File: src/rtl/readout_capture.sv
// rtl/readout_capture.sv - digital_unison readout receiver: sync, deserialise, FIFO, Wishbone slave
// Optional feature macro: READOUT_CAPTURE_IRQ_EN (CTRL.irq_en and registered irq_o)
module readout_capture #(
  parameter int          WORD_BITS  = 16,
  parameter int          NUM_CORES  = 8,
  parameter int          FIFO_DEPTH = 8,
  parameter logic [31:0] BASE_ADDR  = 32'h3000_0000
) (
  input  logic        wb_clk_i,
  input  logic        wb_rst_i,
  input  logic        ser_clk_i,
  input  logic        frame_i,
  input  logic [1:0]  read_out_I,
  input  logic [1:0]  read_out_Q,
  input  logic        wbs_stb_i,
  input  logic        wbs_cyc_i,
  input  logic        wbs_we_i,
  input  logic [3:0]  wbs_sel_i,
  input  logic [31:0] wbs_adr_i,
  input  logic [31:0] wbs_dat_i,
  output logic        wbs_ack_o,
  output logic [31:0] wbs_dat_o,
  output logic        irq_o
);
  localparam int PAIRS = WORD_BITS / 2;
  localparam int BCW   = $clog2(PAIRS);
  localparam int CCW   = $clog2(NUM_CORES + 1);
  localparam int AW    = $clog2(FIFO_DEPTH);
  localparam int CW    = AW + 1;
  localparam logic [BCW-1:0] BIT_LAST  = BCW'(PAIRS - 1);
  localparam logic [CCW-1:0] CORE_LAST = CCW'(NUM_CORES - 1);

  typedef enum logic [1:0] {IDLE = 2'd0, WAIT_FRAME = 2'd1, SHIFT = 2'd2} state_t;

  state_t state, state_n;

  // Two-flop synchronisers, plus one extra ser_clk stage for rising-edge detection
  logic       ser_s1, ser_s2, ser_prev, frm_s1, frm_s2;
  logic [1:0] i_s1, i_s2, q_s1, q_s2;
  logic       strobe;

  always_ff @(posedge wb_clk_i) begin
    if (wb_rst_i) begin
      ser_s1 <= 1'b0; ser_s2 <= 1'b0; ser_prev <= 1'b0;
      frm_s1 <= 1'b0; frm_s2 <= 1'b0;
      i_s1 <= '0; i_s2 <= '0; q_s1 <= '0; q_s2 <= '0;
    end else begin
      ser_s1 <= ser_clk_i;  ser_s2 <= ser_s1;  ser_prev <= ser_s2;
      frm_s1 <= frame_i;    frm_s2 <= frm_s1;
      i_s1 <= read_out_I;   i_s2 <= i_s1;
      q_s1 <= read_out_Q;   q_s2 <= q_s1;
    end
  end

  assign strobe = ser_s2 & ~ser_prev;

  // Wishbone decode; all register side effects happen in the ack cycle
  logic        sel, ack, act, is_ctrl, is_stat, is_data, wr_ctrl, flush, pop;
  logic        en, ovf, full, empty, ctrl_irq_en;
  logic [CW-1:0] count;
  logic [AW-1:0] wr_ptr, rd_ptr;
  logic [31:0] mem [FIFO_DEPTH];
  logic [31:0] rdata;

  assign sel     = wbs_cyc_i & wbs_stb_i & (wbs_adr_i[31:4] == BASE_ADDR[31:4]);
  assign act     = ack & sel;
  assign is_ctrl = (wbs_adr_i[3:0] == 4'h0);
  assign is_stat = (wbs_adr_i[3:0] == 4'h4);
  assign is_data = (wbs_adr_i[3:0] == 4'h8);
  assign wr_ctrl = act & wbs_we_i & is_ctrl & wbs_sel_i[0];
  assign flush   = wr_ctrl & wbs_dat_i[1];
  assign pop     = act & ~wbs_we_i & is_data & ~empty;
  assign full    = (count == CW'(FIFO_DEPTH));
  assign empty   = (count == '0);

  // Single-cycle ack, one cycle after select, never back to back
  always_ff @(posedge wb_clk_i) begin
    if (wb_rst_i) ack <= 1'b0;
    else          ack <= sel & ~ack;
  end

  // CTRL register; flush is a pulse and is not stored
  always_ff @(posedge wb_clk_i) begin
    if (wb_rst_i)     en <= 1'b0;
    else if (wr_ctrl) en <= wbs_dat_i[0];
  end

`ifdef READOUT_CAPTURE_IRQ_EN
  logic irq_en, irq_q;

  // Interrupt enable bit and registered interrupt request
  always_ff @(posedge wb_clk_i) begin
    if (wb_rst_i) begin
      irq_en <= 1'b0;
      irq_q  <= 1'b0;
    end else begin
      if (wr_ctrl) irq_en <= wbs_dat_i[2];
      irq_q <= irq_en & (~empty | ovf);
    end
  end

  assign ctrl_irq_en = irq_en;
  assign irq_o       = irq_q;
`else
  assign ctrl_irq_en = 1'b0;
  assign irq_o       = 1'b0;
`endif

  // Read data is driven only while ack is high; DATA shows the head before the pop edge
  always_comb begin
    rdata = '0;
    if (ack) begin
      if (is_ctrl)
        rdata = {29'd0, ctrl_irq_en, 1'b0, en};
      else if (is_stat)
        rdata = {18'd0, state, 1'b0, ovf, full, empty, 8'(count)};
      else if (is_data && !empty)
        rdata = mem[rd_ptr];
    end
  end

  assign wbs_ack_o = ack;
  assign wbs_dat_o = rdata;

  // Deserialiser control
  logic [WORD_BITS-1:0] sr_i, sr_q;
  logic [BCW-1:0]       bit_cnt;
  logic [CCW-1:0]       core_cnt;
  logic                 load_first, shift_en, push_word, push_ok;
  logic [31:0]          entry;

  // FSM state register
  always_ff @(posedge wb_clk_i) begin
    if (wb_rst_i) state <= IDLE;
    else          state <= state_n;
  end

  // FSM next state
  always_comb begin
    state_n = state;
    case (state)
      IDLE:       if (en) state_n = WAIT_FRAME;
      WAIT_FRAME: if (!en) state_n = IDLE;
                  else if (strobe && frm_s2) state_n = SHIFT;
      SHIFT:      if (!en) state_n = IDLE;
                  else if (strobe && frm_s2) state_n = SHIFT;
                  else if (strobe && bit_cnt == BIT_LAST && core_cnt == CORE_LAST)
                    state_n = WAIT_FRAME;
      default:    state_n = IDLE;
    endcase
  end

  // FSM outputs: a frame marker always restarts a frame, otherwise SHIFT accumulates pairs
  always_comb begin
    load_first = 1'b0;
    shift_en   = 1'b0;
    push_word  = 1'b0;
    if (en && strobe && state != IDLE) begin
      if (frm_s2) begin
        load_first = 1'b1;
      end else if (state == SHIFT) begin
        shift_en  = 1'b1;
        push_word = (bit_cnt == BIT_LAST);
      end
    end
  end

  // Shift registers and bit/core counters
  always_ff @(posedge wb_clk_i) begin
    if (wb_rst_i) begin
      sr_i <= '0; sr_q <= '0; bit_cnt <= '0; core_cnt <= '0;
    end else if (!en) begin
      bit_cnt  <= '0;
      core_cnt <= '0;
    end else if (load_first || shift_en) begin
      sr_i <= {sr_i[WORD_BITS-3:0], i_s2};
      sr_q <= {sr_q[WORD_BITS-3:0], q_s2};
      if (load_first) begin
        bit_cnt  <= BCW'(1);
        core_cnt <= '0;
      end else if (bit_cnt == BIT_LAST) begin
        bit_cnt  <= '0;
        core_cnt <= core_cnt + CCW'(1);
      end else begin
        bit_cnt <= bit_cnt + BCW'(1);
      end
    end
  end

  // The completing pair is appended combinationally so the word lands in the FIFO on the strobe edge
  assign entry   = 32'({sr_q[WORD_BITS-3:0], q_s2, sr_i[WORD_BITS-3:0], i_s2});
  assign push_ok = push_word & ~flush & (~full | pop);

  // FIFO storage
  always_ff @(posedge wb_clk_i) begin
    if (push_ok) mem[wr_ptr] <= entry;
  end

  // FIFO pointers, occupancy and sticky overflow; flush beats a concurrent push
  always_ff @(posedge wb_clk_i) begin
    if (wb_rst_i || flush) begin
      wr_ptr <= '0; rd_ptr <= '0; count <= '0; ovf <= 1'b0;
    end else begin
      if (push_ok) wr_ptr <= wr_ptr + AW'(1);
      if (pop)     rd_ptr <= rd_ptr + AW'(1);
      if (push_ok && !pop)      count <= count + CW'(1);
      else if (!push_ok && pop) count <= count - CW'(1);
      if (push_word && full && !pop) ovf <= 1'b1;
    end
  end

  logic unused;
  assign unused = &{1'b0, wbs_sel_i[3:1], wbs_dat_i[31:2],
                    sr_i[WORD_BITS-1 -: 2], sr_q[WORD_BITS-1 -: 2]};
endmodule

File: config.mk
export PLATFORM = sky130hd
export DESIGN_NAME = readout_capture
export DESIGN_NICKNAME = d
export VERILOG_FILES = /design/src/rtl/readout_capture.sv
export SDC_FILE = /design/constraint.sdc
export NUM_CORES = 1
export LEC_CHECK = 0
export ABC_AREA = 0
export CAP_MARGIN = 20
export CORE_ASPECT_RATIO = 0.7
export CORE_MARGIN = 4
export CORE_UTILIZATION = 59
export CTS_BUF_LIST = sky130_fd_sc_hd__clkbuf_2 sky130_fd_sc_hd__clkbuf_4 sky130_fd_sc_hd__clkbuf_8
export DETAILED_ROUTE_END_ITERATION = 6
export GPL_TIMING_DRIVEN = 0
export PLACE_DENSITY = 0.81
export SLEW_MARGIN = 20
export SYNTH_ARGS = -nofsm -noshare
export SYNTH_HDL_FRONTEND = slang
export SYNTH_SLANG_ARGS = --single-unit
export TNS_END_PERCENT = 100
File: constraint.sdc
create_clock -name wb_clk_i -period 6.2 [get_ports wb_clk_i]
set_clock_uncertainty 0.2 [all_clocks]
set_input_delay 0.93 -clock wb_clk_i [delete_from_list [all_inputs] [get_ports wb_clk_i]]
set_output_delay 0.93 -clock wb_clk_i [all_outputs]
set_load 0.05 [all_outputs]
Word-level counts from Yosys, hierarchy flattened --
Memories as Yosys holds them, arrays and structs flattened. A register that Yosys moved wholly into a read port is not among the register bits. Cells that the tools add are included.
Storage, ports and cells: output and inout port bits 34, register bits 63, memories 1, RAM bits 256
Memories:
- mem | words 8, width 32, rd ports 1, clocked after Yosys merged registers in 1, wr ports 1, RTL line 62 | logic [31:0] mem [FIFO_DEPTH];
Operators by class: add/subtract/negate cells 6, reduce and logical (&&, ||, !) cells 25, bitwise gates (word level) 22, eq/ne operators 11, multiplexer cells 29
Operator list (count):
- 32-bit 2-to-1 mux | 4
- 28-bit by 26-bit == test with 1-bit output (second input constant) | 1
- 4-bit 2-to-1 mux | 4
- 1-bit AND | 14
- 2-bit 2-to-1 mux | 6
- 3-bit 2-to-1 mux | 4
- 1-bit logical AND | 10
- 1-bit 2-to-1 mux | 10
- 3-bit by 1-bit adder with 3-bit output (second input constant) | 3
- 4-bit by 1-bit adder with 4-bit output (second input constant) | 2
- 4-bit by 3-bit == test with 1-bit output (second input constant) | 2
- 4-bit == test (second input constant) | 2
- 4-bit logical NOT | 2
- 1-bit inverter | 7
- 2-bit case mux with 3 select lines | 1
- 2-bit nonzero test | 3
- 4-bit != test (second input constant) | 1
- 2-bit AND reduction | 2
- 4-bit by 1-bit subtractor with 4-bit output (second input constant) | 1
- 3-bit == test (second input constant) | 1
- 1-bit logical NOT | 3
- 3-bit != test (second input constant) | 1
- 3-bit AND reduction | 1
- 2-bit by 1-bit == test with 1-bit output (second input constant) | 1
- 6 further kinds | 7

Logic depth before layout (Yosys ltp) --
Gate-level depths: netlist (run 1).
depth after elaboration 14, gate-level depth with buffers 14, depth with buffers taken out 12

Least setup slack after synthesis (run 1) --
OpenSTA, ideal clock, no wires.
path type input to register, start input port wbs_adr_i[18], end memory mem[4][0], enable pin, setup slack 1.277 ns, arrival 4.283 ns, setup time 0.441 ns, required time 5.559 ns, stages 7, path through nor4_2 -> nand4_2 -> or4_4 -> buf_6 -> a211oi_4 -> buf_6 -> nor4b_2
Between the ends: word-level cells in the longest chain between the ends 12, elaborated cells between the ends (all ways) 16, those cells by class 1 x eq/ne; 2 x mux; 13 x bitwise
RTL lines:
- start, declared | RTL line 19 | input logic [31:0] wbs_adr_i,
- 28-bit by 26-bit == test with 1-bit output * | RTL line 65 | assign sel = wbs_cyc_i & wbs_stb_i & (wbs_adr_i[31:4] == BASE_ADDR[31:4]);
- 1-bit AND * | RTL line 65
- 1-bit AND * | RTL line 66 | assign act = ack & sel;
- 1-bit AND (3 in a row) | RTL line 70 | assign wr_ctrl = act & wbs_we_i & is_ctrl & wbs_sel_i[0];
- 1-bit AND | RTL line 71 | assign flush = wr_ctrl & wbs_dat_i[1];
- 1-bit inverter | RTL line 192 | assign push_ok = push_word & ~flush & (~full | pop);
- 1-bit AND | RTL line 192
- 1-bit AND * | RTL line 192
- named net push_ok | RTL line 129 | logic load_first, shift_en, push_word, push_ok;
- 1-bit 2-to-1 mux * | RTL line 196 | if (push_ok) mem[wr_ptr] <= entry;
- 1-bit 2-to-1 mux (not written as such) * | RTL line 196
- end, declared | RTL line 62
The timed path passes the listed nets; every way through them passes the cells marked *.

==> results.md, run 1 <==
- Reg-to-Reg End: count[3]
- Pleak: roughly 4.7 nW
- Post-Place Cells: 1098
- Flops & latches, synth: approximately 320
- Drt via density: approximately 6.0
- Yosys warns: 0
- Hold Startpoint: i_s1[0]
- Die area: 23700 sq um
- Height of the die: between 100 and 150 um
- R2R depth: 14
- Nets: between 900 and 1000
- Number of global-route vias before repair: around 7400
- H-tree Lvls: 2
- Crit start category: flop
- Clock sinks: approximately 320
- Final hold vios: 0
- Critical setup path kind: reg -> out
- Final cell count without fillers: around 1200
- Worst R2R Setup Slack: roughly 2.2 ns
- Layout cells sized above 1: 0.209
- Setup Fix Bufs, Post-CTS: 0
- Req. time, crit path: 5.07 ns
- Initial antenna violation count: 1
- Hold Path End: i_s2[0]
- CTS tree: done
- Max transition margin: 0.285
- Design area: about 15000 sq um
- Global-route wire length before repair: between 40000 and 50000 um
- Area share of the leading cell type in the synthesized netlist: 0.614
- Register area share after synthesis: 0.719
- DRT antenna net count: 0
- Clk buf depth: 3
- Main flop type after synthesis: edfxtp_1
- Total track usage: 0.234
- P per Cell Area: between 200 and 300 nW/um^2
- CP Max Fanout: 10
- Die width: ~180 um
- Post-Syn Area: 12500 sq um
- GP Congestion: roughly 0.83
- IO buf count: 77
- WHS Path Cells: 1
- P&R area growth vs syn: 18.8%
- Vias: between 7000 and 8000
- Unrepaired setup endpoints after global routing: false
- WL/cell: 22.7 um
- Status: finished clean
- R2r startpoint: count[0]
- Post-layout min period: 4.94 ns
- I/O pin count: approximately 110
- Worst path arrival time: ~3.8 ns
- Slew Limit Fails: 0
- Post-CTS Resized: 0
- Max-capacitance violation count: 0
- Worst Hold Class: reg -> reg
- First DRT Iteration DRCs: 703
- Post-DP HPWL: around 17000 um
- Synth area leaders: edfxtp_1 (61%), mux4_2 (12%), dfxtp_1 (11%)
- Drt first pass iters: 5
- Area leader, netlist: edfxtp_1
- Initial Util: 0.602
- Dpl cell area: around 14000 sq um
- Endpoints failing setup: 0
- FMAX: between 0.2 and 0.25 GHz
- Clk Latency, worst-skew pair: 0.54 ns
- Row count: between 40 and 50
- Post-Route WL: ~27000 um
- Root buffer cell: clkbuf_8
- Most common cell in the synthesized netlist: edfxtp_1
- Worst-Margin Slew: around 1.1 ns
- Core area: approximately 21000 sq um
- Global route overflow: 0
- Avg Cell Area, Syn: about 17 sq um
- Worst-path clk slew: about 0.060 ns
- Ant. Diodes: 0
- Post-Synthesis Net Count: between 800 and 900
- Synth Instances: between 700 and 800
- EDFF count, synth: 256
- TritonCTS Buffers: 46
- Largest net degree at the start of global routing: 25
- Max VDD drop: 172 uV
- Hold_buf cts: 0
- DR DRC count: 0
- Post-synth top cells: edfxtp_1 (256), nor2_1 (69), dfxtp_1 (66), mux4_2 (64), nand2_1 (62)
- Post-synthesis cell type count: just over 50
- Crit. End Element: primary output
- Fin crit share: 0.797
- Post-synthesis async set-or-reset flop share: 0
[power breakdown]
part	total (mW)	switching, mW	internal [mW]
Clock	1.80	0.769	1.03
Combinational	0.0498	0.0197	0.0301
Sequential	2.31	0.00290	2.30
[critical path, stage by stage, from the launching register on]
cell	delay, ns
dfxtp_1	0.30
clkbuf_1	0.55
buf_2	0.47
mux4_2	0.55
mux2i_1	0.38
nor2_1	0.11
a21oi_1	0.14
nor2_1	0.06
clkdlybuf4s50_1	0.71
[per-layer routing]
layer | vias to the layer above | part of all wire | global-route usage
met5 | - | 0.00048 | 0
met4 | 2 | 0.021 | 0.0587
met3 | 63 | 0.078 | 0.0446
met2 | 300 | 0.49 | 0.389
met1 | 3604 | 0.41 | 0.331
li1 | 3117 | - | -
[metrics by stage]
| step | total power, mW | hold WS, ns | setup slack (ns) | util | TNS, ns |
|---|---|---|---|---|---|
| 6_report | 4.16 | 0.240 | 1.26 | 0.715 | 0 |
| 4_1_cts | 4.18 | 0.244 | 1.22 | 0.714 | 0 |
| 2_1_floorplan | 2.37 | 0.214 | 1.28 | - | 0 |
| 3_3_place_gp | 2.40 | 0.217 | -1.13 | 0.655 | -71.11 |
| 3_5_place_dp | 2.40 | 0.230 | 1.24 | 0.665 | 0 |
| 5_1_grt | 4.29 | 0.264 | 0.995 | 0.715 | 0 |
[flip-flops by register name, summed over array words and instances, names as in the netlist, 2 cells and up, named ones only]
name      count
q_s2          2
wr_ptr        3
count         4
core_cnt      4
sr_i         14
q_s1          2
mem         256
state         2
i_s1          2
sr_q         14
rd_ptr        3
bit_cnt       3
i_s2          2
[cell type report]
| cell class | instances | area (sq um) |
|---|---|---|
| inverter | 7 | 26.3 |
| multi-input combinational | 369 | 3370 |
| buffer | 35 | 158 |
| timing repair buffer | 89 | 951 |
| sequential | 322 | 9010 |
| fill | 1255 | 5940 |
| clock inverter | 11 | 129 |
| tap | 276 | 345 |
| clock buffer | 74 | 887 |
[cell usage in the layout, fill, tap and decap left out, types with 3 or more instances in the layout]
cell,count
and4_2,4
a21oi_1,44
nand2_1,62
dfxtp_1,66
buf_2,6
or3_1,4
buf_4,5
nor3_1,3
clkinv_2,4
bufinv_16,3
mux4_2,64
inv_1,7
mux2i_1,39
clkdlybuf4s50_1,77
nor2b_1,16
ha_1,8
clkinv_1,3
clkbuf_1,21
nand3b_1,3
nor4b_2,4
buf_12,5
nand3_1,5
edfxtp_1,256
clkbuf_4,21
nor2_1,69
clkbuf_8,53
buf_1,5
xor2_1,4
nand4_1,3
buf_6,4
[cell families after synthesis]
group                      share of synthesized area
AOI/OAI and AO/OA                             0.0271
xor gates and xnor gates                     0.00420
adders and majority gates                    0.00959
buffers and inverters                         0.0147
DFF                                            0.719
muxes                                          0.148
other                                       0.000300
and+or+nand+nor                               0.0765
[how the worst max path moves through the flow]
stage                  start       endpoint  slack, ns  cells after the start
2_1_floorplan  wbs_adr_i[18]      mem[4][0]       1.28                      7
3_3_place_gp    wbs_adr_i[3]     mem[4][30]      -1.13                      8
3_5_place_dp    wbs_adr_i[1]       count[3]       1.24                     15
4_1_cts                 flop  wbs_dat_o[12]       1.22                      8
5_1_grt                 flop   wbs_dat_o[8]       0.99                      8
6_report                flop   wbs_dat_o[9]       1.26                      8
Power figures use the tool's default switching activity.
==> run 2, diff against run 1 <==
==> constraint.sdc (replaced) <==
create_clock -name wb_clk_i -period 4.8 [get_ports wb_clk_i]
set_clock_uncertainty 0.2 [all_clocks]
set_input_delay 0.72 -clock wb_clk_i [delete_from_list [all_inputs] [get_ports wb_clk_i]]
set_output_delay 0.72 -clock wb_clk_i [all_outputs]
set_load 0.05 [all_outputs]
==> run 2 against run 1 <==
  * Count of clock-buffer cells in the layout stayed put
  * Core utilization stayed put
  * Sequential power is 29% higher
  * Worst setup slack worse by 1.2 ns
  * Die area stayed put
  * Global-route usage stayed put
  * Worst hold slack worse by 0.0034 ns
  * Cell count hardly changed
  * Sequential cell count stayed put
  * Routed wire length hardly changed
  * First-iteration DRC count is 3.8% higher
  * Critical endpoint unchanged
  * Largest power group unchanged
  * Highest routed layer unchanged
==> results.md, run 2 (synthesis results as in run 1) <==
- Post-Route WL: 26800 um (about the same)
- Post-Place Cells: 1098 (unchanged)
- FMAX: ~0.21 GHz
- Initial antenna violation count: 1 (unchanged)
- Worst-path clk slew: 0.07 ns (about the same)
- DRT antenna net count: 0 (unchanged)
- Final cell count without fillers: 1182 (-0.085%)
- Initial Util: 0.602 (unchanged)
- Max-capacitance violation count: 0 (unchanged)
- Number of global-route vias before repair: 7351 (unchanged)
- Hold_buf cts: 0 (unchanged)
- Commonest non-fill, non-tap cell in the layout: edfxtp_1
- # fillers: 1256 (+0.080%)
- Drt via density: 6.01 (+0.41%)
- Row count: 44 (unchanged)
- P&R area growth vs syn: 18.8% (unchanged)
- First DRT Iteration DRCs: 730 (+3.8%)
- Final Power: 5.37 mW (+29%)
- DR DRC count: 0 (unchanged)
- Post-DP HPWL: 17300 um (unchanged)
- Global-route wire length before repair: 42200 um (unchanged)
- Crit start category: flop
- Biggest regs: mem: 256 flops, sr_i: 14 flops, sr_q: 14 flops
- Post-layout min period: ~4.7 ns
- Req. time, crit path: 3.88 ns (-1.19 ns)
- Worst path arrival time: 3.78 ns (-0.03 ns)
- Height of the die: 130 um (unchanged)
- Final hold vios: 0 (unchanged)
- Slew Limit Fails: 0 (unchanged)
- TritonCTS Buffers: 46 (unchanged)
- GP Congestion: 0.834 (unchanged)
- Clock sinks: 322 (unchanged)
- Max transition margin: 0.286 (+0.000874)
- Nets: 957 (-0.10%)
- Core Util, Final: 0.715 (unchanged)
- H-tree Lvls: 2 (unchanged)
- Fin crit share: 0.979
- Unrepaired setup endpoints after global routing: false
- Drt first pass iters: 6 (+1)
- Largest net degree at the start of global routing: 25 (unchanged)
- Vias: 7109 (+0.32%)
- Setup Fix Bufs, Post-CTS: 0 (unchanged)
- Status: finished clean
- IO buf count: 77 (unchanged)
- Worst-Margin Slew: 1.06 ns (-0.00130 ns)
- Endpoints failing setup: 0 (unchanged)
- Die area: 23700 sq um (unchanged)
- Ant. Diodes: 0 (unchanged)
- Clk Latency, worst-skew pair: 0.53 ns (about the same)
- Biggest register: mem
- CP Max Fanout: 10 (unchanged)
- Crit. End Element: primary output
- Layout cells sized above 1: 0.211 (+0.00133)
- Root buffer cell: clkbuf_8
- Register area: 9010 sq um (unchanged)
- Core area: 20800 sq um (unchanged)
- Pleak: 4.69 nW (about the same)
- Critical setup path kind: reg -> out
- Worst Hold Class: reg -> reg
- Post-CTS Resized: 0 (unchanged)
- CTS tree: done
- Clk buf depth: 3 (unchanged)
- Final hold slack: 0.237 ns (-0.00340 ns)
- P per Cell Area: 361 nW/um^2 (+29%)
- Multi-input logic area: 3370 sq um (unchanged)
- Most frequent cells in the layout: edfxtp_1 (256), clkdlybuf4s50_1 (77), nor2_1 (69), dfxtp_1 (66), mux4_2 (64)
- I/O pin count: 113 (unchanged)
- Die width: 182 um (unchanged)
- Global route overflow: 0 (unchanged)
- Total track usage: 0.234 (unchanged)
- Max VDD drop: 223 uV (+29%)
- WL/cell: 22.7 um (about the same)
- Max reg flops: 256 (unchanged)
## run 2: changes by cell type in the layout (fill, tap and decap cells not counted)
cell and change:
clkbuf_1 -2, clkbuf_2 +1, clkbuf_4 +1, buf_2 -1
## run 2: cell type report
| class | instances | share of cell area |
|---|---|---|
| clock buffers | 74 | 0.0597 |
| repair buffers | 89 | 0.0639 |
| well taps | 276 | 0.0232 |
| inverters | 7 | 0.00177 |
| plain buffers | 34 | 0.0106 |
| clock inverters | 11 | 0.00867 |
| flip-flops and latches | 322 | 0.606 |
| multi-input cells | 369 | 0.226 |
## run 2: power by group
group | leakage (nW) | internal [mW] | total [mW] | switching, mW
clock network | 0.541 | 1.33 | 2.32 | 0.989
registers | 2.87 | 2.98 | 2.98 | 0.00374
logic | 1.28 | 0.0389 | 0.0644 | 0.0255
## run 2: metal layers
metal | up-vias | share of wire | routed length, um | track usage
met1 | 3634 | 0.41 | 10900 | 0.331
met5 | - | 0.00048 | 13 | 0
met3 | 59 | 0.079 | 2110 | 0.0446
li1 | 3115 | - | - | -
met4 | 2 | 0.022 | 591 | 0.0587
met2 | 299 | 0.49 | 13200 | 0.389
## run 2: stage by stage
step	setup WS (ns)	cell area, sq um	TNS [ns]
finish	0.0999	14900	0
detailed placement	0.0458	13800	0
CTS	0.0289	14900	0
global route	0.0132	14900	0
floorplan	0.0866	12500	0
global placement	-2.32	13600	-205.75
## run 2: critical path, stage by stage (launching register included)
cell             delay [ns]
dfxtp_1                0.32
clkbuf_1               0.50
clkbuf_1               0.61
mux4_2                 0.41
mux2i_1                0.38
nor2_1                 0.11
a21oi_1                0.14
nor2_1                 0.06
clkdlybuf4s50_1        0.71
## run 2: path summary, 6_finish.rpt
kind                 start      endpoint  slack (ns)  cells after the start
hold reg to reg    q_s1[1]       q_s2[1]        0.24                      1
hold / removal     q_s1[1]       q_s2[1]        0.24                      1
setup / recovery      flop  wbs_dat_o[9]         0.1                      8
setup reg to reg  count[0]      count[3]        0.76                     14
